File: src/rtl/pusch_dr_pkg.sv
// Shared types and default constants for the PUSCH dimension-reduction
// control path (beam index scheduler and its FIFO).
package pusch_dr_pkg;

  localparam int DEF_BEAM     = 16;
  localparam int DEF_IDXW     = 8;
  localparam int DEF_NUM_CW   = 64;
  localparam int DEF_FIX_SYMS = 4;
  localparam int DEF_SYMBS    = 14;
  localparam int DEF_FIFO_DEP = 16;

  typedef enum logic [1:0] {
    LOAD = 2'd0,
    WAIT = 2'd1,
    RUN  = 2'd2
  } sched_state_e;

  typedef logic [DEF_BEAM-1:0][DEF_IDXW-1:0] beam_idx_vec_t;

endpackage

File: src/rtl/beam_idx_fifo.sv
// Synchronous FIFO for sorted beam-index vectors. The read data is
// registered and only changes on a pop, so it holds the last popped vector.
// Full and empty come from comparing pointers that carry one extra MSB.
module beam_idx_fifo #(
  parameter int WIDTH = 128,
  parameter int DEPTH = 16
) (
  input  logic             clk,
  input  logic             rst,
  input  logic             flush,
  input  logic             push,
  input  logic             pop,
  input  logic [WIDTH-1:0] wr_data,
  output logic [WIDTH-1:0] rd_data,
  output logic             full,
  output logic             empty
);

  localparam int AW = $clog2(DEPTH);

  logic [WIDTH-1:0] mem [DEPTH];
  logic [AW:0]      wr_ptr;
  logic [AW:0]      rd_ptr;
  logic             do_push;
  logic             do_pop;

  assign empty   = (wr_ptr == rd_ptr);
  assign full    = (wr_ptr[AW] != rd_ptr[AW]) && (wr_ptr[AW-1:0] == rd_ptr[AW-1:0]);
  assign do_pop  = pop && !empty && !flush;
  assign do_push = push && (!full || do_pop) && !flush;

  // Pointer update; a flush empties the FIFO and overrides push and pop.
  always_ff @(posedge clk or posedge rst) begin
    if (rst) begin
      wr_ptr <= '0;
      rd_ptr <= '0;
    end else if (flush) begin
      wr_ptr <= '0;
      rd_ptr <= '0;
    end else begin
      if (do_push) wr_ptr <= wr_ptr + 1'b1;
      if (do_pop)  rd_ptr <= rd_ptr + 1'b1;
    end
  end

  // Storage write; when full with a simultaneous pop the head slot is
  // overwritten, but the read below still captures the old contents.
  always_ff @(posedge clk) begin
    if (do_push) mem[wr_ptr[AW-1:0]] <= wr_data;
  end

  // Registered read data, updated only when a vector is popped.
  always_ff @(posedge clk or posedge rst) begin
    if (rst)         rd_data <= '0;
    else if (do_pop) rd_data <= mem[rd_ptr[AW-1:0]];
  end

endmodule

File: src/rtl/beam_idx_sched.sv
// Beam index scheduler: requests the codeword ROM load, tracks the symbol
// index within a slot and issues one buffered beam-index vector per RBG tick,
// with indices valid one cycle ahead of the load strobe.
// Optional macro BEAM_IDX_CHECK_EN: out-of-range indices are replaced by the
// beam number and the sticky o_idx_err output is added.
module beam_idx_sched
  import pusch_dr_pkg::*;
#(
  parameter int BEAM     = DEF_BEAM,
  parameter int IDXW     = DEF_IDXW,
`ifdef BEAM_IDX_CHECK_EN
  parameter int NUM_CW   = DEF_NUM_CW,
`endif
  parameter int FIX_SYMS = DEF_FIX_SYMS,
  parameter int SYMBS    = DEF_SYMBS,
  parameter int FIFO_DEP = DEF_FIFO_DEP
) (
  input  logic                 i_clk,
  input  logic                 i_reset,
  input  logic                 i_cw_tvalid,
  input  logic                 i_slot_start,
  input  logic                 i_sym_start,
  input  logic                 i_rbg_tick,
  input  logic                 i_sort_vld,
  input  logic [BEAM*IDXW-1:0] i_sort_beam_idx,
  output logic                 o_sort_rdy,
  output logic                 o_enable,
  output logic [7:0]           o_symb_idx,
  output logic                 o_symb_clr,
  output logic                 o_symb_1st,
  output logic [BEAM*IDXW-1:0] o_beam_idx,
  output logic                 o_rbg_load,
  output logic                 o_underflow,
  output logic                 o_overflow
`ifdef BEAM_IDX_CHECK_EN
  ,
  output logic                 o_idx_err
`endif
);

  localparam logic [7:0] SYM_LAST = 8'(SYMBS - 1);
  localparam logic [7:0] FIX_LIM  = 8'(FIX_SYMS);

  sched_state_e          state;
  sched_state_e          state_nxt;
  logic                  enable_nxt;
  logic                  slot_evt;
  logic                  tick_ok;
  logic                  pop;
  logic                  push;
  logic                  pop_d1;
  logic                  fifo_full;
  logic                  fifo_empty;
  logic [BEAM*IDXW-1:0]  fifo_dout;
  logic [7:0]            symb_inc;

  assign slot_evt   = i_slot_start && (state != LOAD);
  assign tick_ok    = (state == RUN) && i_rbg_tick && !o_symb_1st && !i_slot_start;
  assign pop        = tick_ok && !fifo_empty;
  assign push       = i_sort_vld && (state != LOAD);
  assign o_sort_rdy = !fifo_full && (state != LOAD);
  assign symb_inc   = (o_symb_idx < SYM_LAST) ? (o_symb_idx + 8'd1) : o_symb_idx;

  beam_idx_fifo #(
    .WIDTH (BEAM*IDXW),
    .DEPTH (FIFO_DEP)
  ) u_fifo (
    .clk     (i_clk),
    .rst     (i_reset),
    .flush   (slot_evt),
    .push    (push),
    .pop     (pop),
    .wr_data (i_sort_beam_idx),
    .rd_data (fifo_dout),
    .full    (fifo_full),
    .empty   (fifo_empty)
  );

  // State register and the registered ROM load enable.
  always_ff @(posedge i_clk or posedge i_reset) begin
    if (i_reset) begin
      state    <= LOAD;
      o_enable <= 1'b0;
    end else begin
      state    <= state_nxt;
      o_enable <= enable_nxt;
    end
  end

  // Next-state logic; the enable stays high for as long as we remain in LOAD.
  always_comb begin
    state_nxt  = state;
    enable_nxt = 1'b0;
    unique case (state)
      LOAD:    if (i_cw_tvalid)  state_nxt = WAIT;
      WAIT:    if (i_slot_start) state_nxt = RUN;
      RUN:     state_nxt = RUN;
      default: state_nxt = LOAD;
    endcase
    enable_nxt = (state_nxt == LOAD);
  end

  // Symbol index, slot clear pulse and fixed-phase flag; slot start wins.
  always_ff @(posedge i_clk or posedge i_reset) begin
    if (i_reset) begin
      o_symb_idx <= 8'd0;
      o_symb_clr <= 1'b0;
      o_symb_1st <= 1'b1;
    end else if (slot_evt) begin
      o_symb_idx <= 8'd0;
      o_symb_clr <= 1'b1;
      o_symb_1st <= 1'b1;
    end else begin
      o_symb_clr <= 1'b0;
      if ((state == RUN) && i_sym_start) begin
        o_symb_idx <= symb_inc;
        o_symb_1st <= (symb_inc < FIX_LIM);
      end
    end
  end

  // Two-stage pop delay so the strobe trails the index update by one cycle.
  always_ff @(posedge i_clk or posedge i_reset) begin
    if (i_reset) begin
      pop_d1     <= 1'b0;
      o_rbg_load <= 1'b0;
    end else begin
      pop_d1     <= pop;
      o_rbg_load <= pop_d1;
    end
  end

`ifdef BEAM_IDX_CHECK_EN
  localparam logic [IDXW:0] CW_LIM = (IDXW+1)'(NUM_CW);

  logic [BEAM-1:0] idx_bad;

  // Replace any out-of-range index with its own beam number.
  always_comb begin
    o_beam_idx = fifo_dout;
    idx_bad    = '0;
    for (int i = 0; i < BEAM; i++) begin
      if ({1'b0, fifo_dout[i*IDXW +: IDXW]} >= CW_LIM) begin
        idx_bad[i]                = 1'b1;
        o_beam_idx[i*IDXW +: IDXW] = IDXW'(i);
      end
    end
  end
`else
  assign o_beam_idx = fifo_dout;
`endif

  // Sticky error flags, cleared by reset or by a slot start.
  always_ff @(posedge i_clk or posedge i_reset) begin
    if (i_reset) begin
      o_underflow <= 1'b0;
      o_overflow  <= 1'b0;
`ifdef BEAM_IDX_CHECK_EN
      o_idx_err   <= 1'b0;
`endif
    end else if (slot_evt) begin
      o_underflow <= 1'b0;
      o_overflow  <= 1'b0;
`ifdef BEAM_IDX_CHECK_EN
      o_idx_err   <= 1'b0;
`endif
    end else begin
      if (tick_ok && fifo_empty)              o_underflow <= 1'b1;
      if (i_sort_vld && fifo_full && !pop)    o_overflow  <= 1'b1;
`ifdef BEAM_IDX_CHECK_EN
      if (pop_d1 && (|idx_bad))               o_idx_err   <= 1'b1;
`endif
    end
  end

endmodule

File: config.mk
export PLATFORM = sky130hd
export DESIGN_NAME = beam_idx_sched
export DESIGN_NICKNAME = d
export VERILOG_FILES = /design/src/rtl/pusch_dr_pkg.sv /design/src/rtl/beam_idx_fifo.sv /design/src/rtl/beam_idx_sched.sv
export SDC_FILE = /design/constraint.sdc
export NUM_CORES = 2
export LEC_CHECK = 0
export CAP_MARGIN = 40
export CORE_ASPECT_RATIO = 1.2
export CORE_MARGIN = 5
export CORE_UTILIZATION = 25
export DETAILED_ROUTE_END_ITERATION = 16
export SETUP_SLACK_MARGIN = 0.02
export SYNTH_ARGS = -nofsm -noshare
export SYNTH_HDL_FRONTEND = slang
export SYNTH_SLANG_ARGS = --single-unit
File: constraint.sdc
create_clock -name i_clk -period 32.3 [get_ports i_clk]
set_clock_uncertainty 0.05 [all_clocks]
set_input_delay 4.845 -clock i_clk [delete_from_list [all_inputs] [get_ports i_clk]]
set_output_delay 4.845 -clock i_clk [all_outputs]
set_load 0.01 [all_outputs]
==> metrics.md <==
| Metric | Value |
|---|---|
| Worst-path fanout max | 46 |
| Seq cells post-synth | between 2000 and 2500 |
| Peak Freq | 0.121 GHz |
| Worst Min Path Start | pop_d1 |
| Vias/cell | 4.52 |
| Max-slew violation count | 0 |
| Largest net degree at the start of global routing | about 160 |
| Final ANT Viol Nets | 0 |
| Dominant cells by area after synthesis | edfxtp_1 (75%), mux4_2 (14%), dfrtp_1 (4.7%), a22oi_1 (2.3%), a21o_1 (1.2%) |
| Post-synth ARST share | 0.0704 |
| Required time of the critical path | 32.71 ns |
| Synth cell types | 38 |
| Max-cap violations | 0 |
| First-pass GRT wire length | 298000 um |
| M3 GR Usage | 0.0229 |
| Worst-Skew Late Latency | around 0.9 ns |
| Met1 usage | 0.150 |
| CP arrival | 8.71 ns |
| Crit Path Category | input port to register |
| Post-DP HPWL | 124000 um |
| R2r startpoint | u_fifo.rd_ptr[0] |
| Post-synthesis sequential area ratio | 0.795 |
| Initial antenna violation count | 59 |
| Worst-path clk slew | 0.06 ns |
| Synth Cell Area | 82200 um^2 |
| Grt met2 use | 0.205 |
| Die width | 534 um |
| GR peak layer | met2 |
| Die height | about 640 um |
| Yosys top cell area share | 0.748 |
| TritonCTS clock tree | built |
| Endpoints failing setup | 0 |
| RSZ-0062 raised after global routing | no |
| Gr usage total | 0.118 |
| Initial Util | 0.251 |
| Crit path launch type | input port |
| First DRT Iteration DRCs | between 3000 and 4000 |
| Final hold viol count | 0 |
| Clk sinks | approximately 2200 |
| Leakage Power | 0.0308 uW |
| TNS Setup | 0 ns |
| Vias in the first global route | around 40000 |
| Post-CTS Setup Repair Bufs | 0 |
| Fin area | 98000 um^2 |
| Final worst-path cycle share | 0.257 |
| Fill cell count | 31400 |
| Max H-tree Level | 4 |
| Post-route DRC violation count | 0 |
| Ports | 278 |
| Routability Congestion | 0.721 |
| Run status | finished clean |
| Crit path time final | around 8.3 ns |
| Yosys warns | 0 |
| Pwr/cell area | around 60 nW/um^2 |
| Crit path from | i_slot_start |
| Share of cells above drive strength 1 | 0.234 |
| Worst Hold Class | register to register |
| Initial DRT Pass Iterations | 8 |
| Slew Limit Headroom | 0.302 |
| Syn Nets | approximately 3700 |
| Count leader, synth | edfxtp_1 |
| Area leader, netlist | edfxtp_1 |
| Post_cts resized | 0 |
| Number of buffers created by CTS | 214 |
| Area after DPL | just over 90000 um^2 |
| Port-buffer cells | 277 |
| Area Overhead vs Synth | 19.2% |
| Number of flops mapped to enable cells by yosys | a little over 2000 |
| Final design utilization | 0.299 |
| Die area | 341000 um^2 |
| Core Area | 327000 um^2 |
| Routed WL | 207000 um |
| CTS Root Cell | clkbuf_16 |
| Most frequent cells after synthesis | edfxtp_1 (2048), mux4_2 (512), a22oi_1 (256) |
| Global route total overflow | 0 |
| Row count | 230 |
| Primary FF master, synth | edfxtp_1 |
| Wire length per cell | 24.5 um |
| Setup crit end kind | register |
| Worst-Margin Slew | 1.05 ns |
| Clk buf depth | 4 |
| Worst vdd rail ir drop | 0.0490 mV |
| Total Nets Final | 4104 |
| Post-CTS Hold Fix Bufs | 0 |
| Via count | 38200 |
| Syn avg cell area | approximately 23 um^2 |
| Post-Syn Instances | 3567 |
-- state kept, by name, indices dropped and copies added, names as in the netlist --
register	count
o_symb_idx	8
state	2
o_enable	1
u_fifo.mem	2048
o_symb_1st	1
o_overflow	1
u_fifo.rd_data	128
u_fifo.wr_ptr	5
o_underflow	1
u_fifo.rd_ptr	5
pop_d1	1
o_rbg_load	1
o_symb_clr	1
-- stage by stage --
step                worst slack (ns)  hold WS (ns)  power, uW  instances
finish                         24.01         0.310       5910       8445
global route                   23.81         0.316       6110       8435
global placement               23.06         0.297       3440       8010
CTS                            24.01         0.315       5970       8429
floorplan                      16.81         0.281       3340       3567
detailed placement             23.11         0.301       3440       8038
-- cell families (layout without fill, tap and decap cells) --
| group | count (synthesis) | after routing | share of synthesized area |
|---|---|---|---|
| other | 0 | 16 | 0 |
| adders and majority gates | 7 | 7 | 0.00107 |
| buffers and inverters | 214 | 784 | 0.0126 |
| and+or+nand+nor | 79 | 79 | 0.00472 |
| DFF | 2203 | 2203 | 0.795 |
| muxes | 515 | 515 | 0.141 |
| xor gates and xnor gates | 8 | 8 | 0.000852 |
| AOI/OAI and AO/OA | 541 | 541 | 0.0451 |
-- cells in the final DEF (no fill, tap or decap), types with 4 or more instances in the layout --
| cell | n |
|---|---|
| a21o_1 | 128 |
| a21oi_1 | 136 |
| a22oi_1 | 256 |
| buf_12 | 18 |
| buf_16 | 16 |
| buf_4 | 70 |
| bufinv_16 | 23 |
| clkbuf_1 | 38 |
| clkbuf_16 | 214 |
| clkbuf_8 | 27 |
| clkdlybuf4s50_1 | 277 |
| clkinv_1 | 26 |
| clkinv_2 | 33 |
| clkinvlp_4 | 14 |
| dfrtp_1 | 152 |
| diode_2 | 16 |
| edfxtp_1 | 2048 |
| ha_1 | 7 |
| inv_1 | 11 |
| inv_6 | 7 |
| inv_8 | 4 |
| mux4_2 | 512 |
| nand2_1 | 21 |
| nand3_1 | 7 |
| nor2_1 | 13 |
| nor2_4 | 10 |
| nor3_2 | 7 |
| o21ai_0 | 8 |
| o31ai_1 | 5 |
| xnor2_1 | 7 |
-- worst max-delay path, stage by stage --
cell and delay, ns:
clkdlybuf4s50_1 0.66, nor4b_4 0.53, o311ai_2 0.30, nand2b_1 0.46, nor2_4 0.46, buf_4 0.65
buf_4 0.71
-- routing by layer --
layer	vias to the layer above	part of all wire
met5	-	0.00064
met4	22	0.027
met1	20600	0.40
met2	1205	0.51
met3	323	0.058
li1	16000	-
-- power by group --
part | total (uW) | internal (uW) | switching, uW
Clock | 2530 | 1470 | 1060
Combinational | 185 | 60.6 | 124
Sequential | 3190 | 3180 | 17.8
-- path summary, 6_finish.rpt --
kind                                            end  slack [ns]  depth (start not counted)
worst max-delay path              u_fifo.mem[1][98]       24.01                          7
worst min-delay path                     o_rbg_load        0.31                          0
worst max register to register   u_fifo.rd_data[99]       27.86                         11
worst min register to register           o_rbg_load        0.31                          0
max in group asynchronous       u_fifo.rd_data[108]       25.99                          5
min in group asynchronous        u_fifo.rd_data[79]        4.44                          2
-- layout make-up --
cell class / count / area, um^2 / share of cell area
antenna: 16 / 40.0 / 0.000409
clock buffer: 279 / 5870 / 0.0599
clock inverter: 112 / 1240 / 0.0127
inverter: 12 / 52.6 / 0.000536
multi-input combinational: 1150 / 16000 / 0.163
sequential: 2203 / 65400 / 0.667
tap: 4292 / 5370 / 0.0548
timing repair buffer: 381 / 4100 / 0.0418
Note: power is estimated with default switching activity, not from simulation.
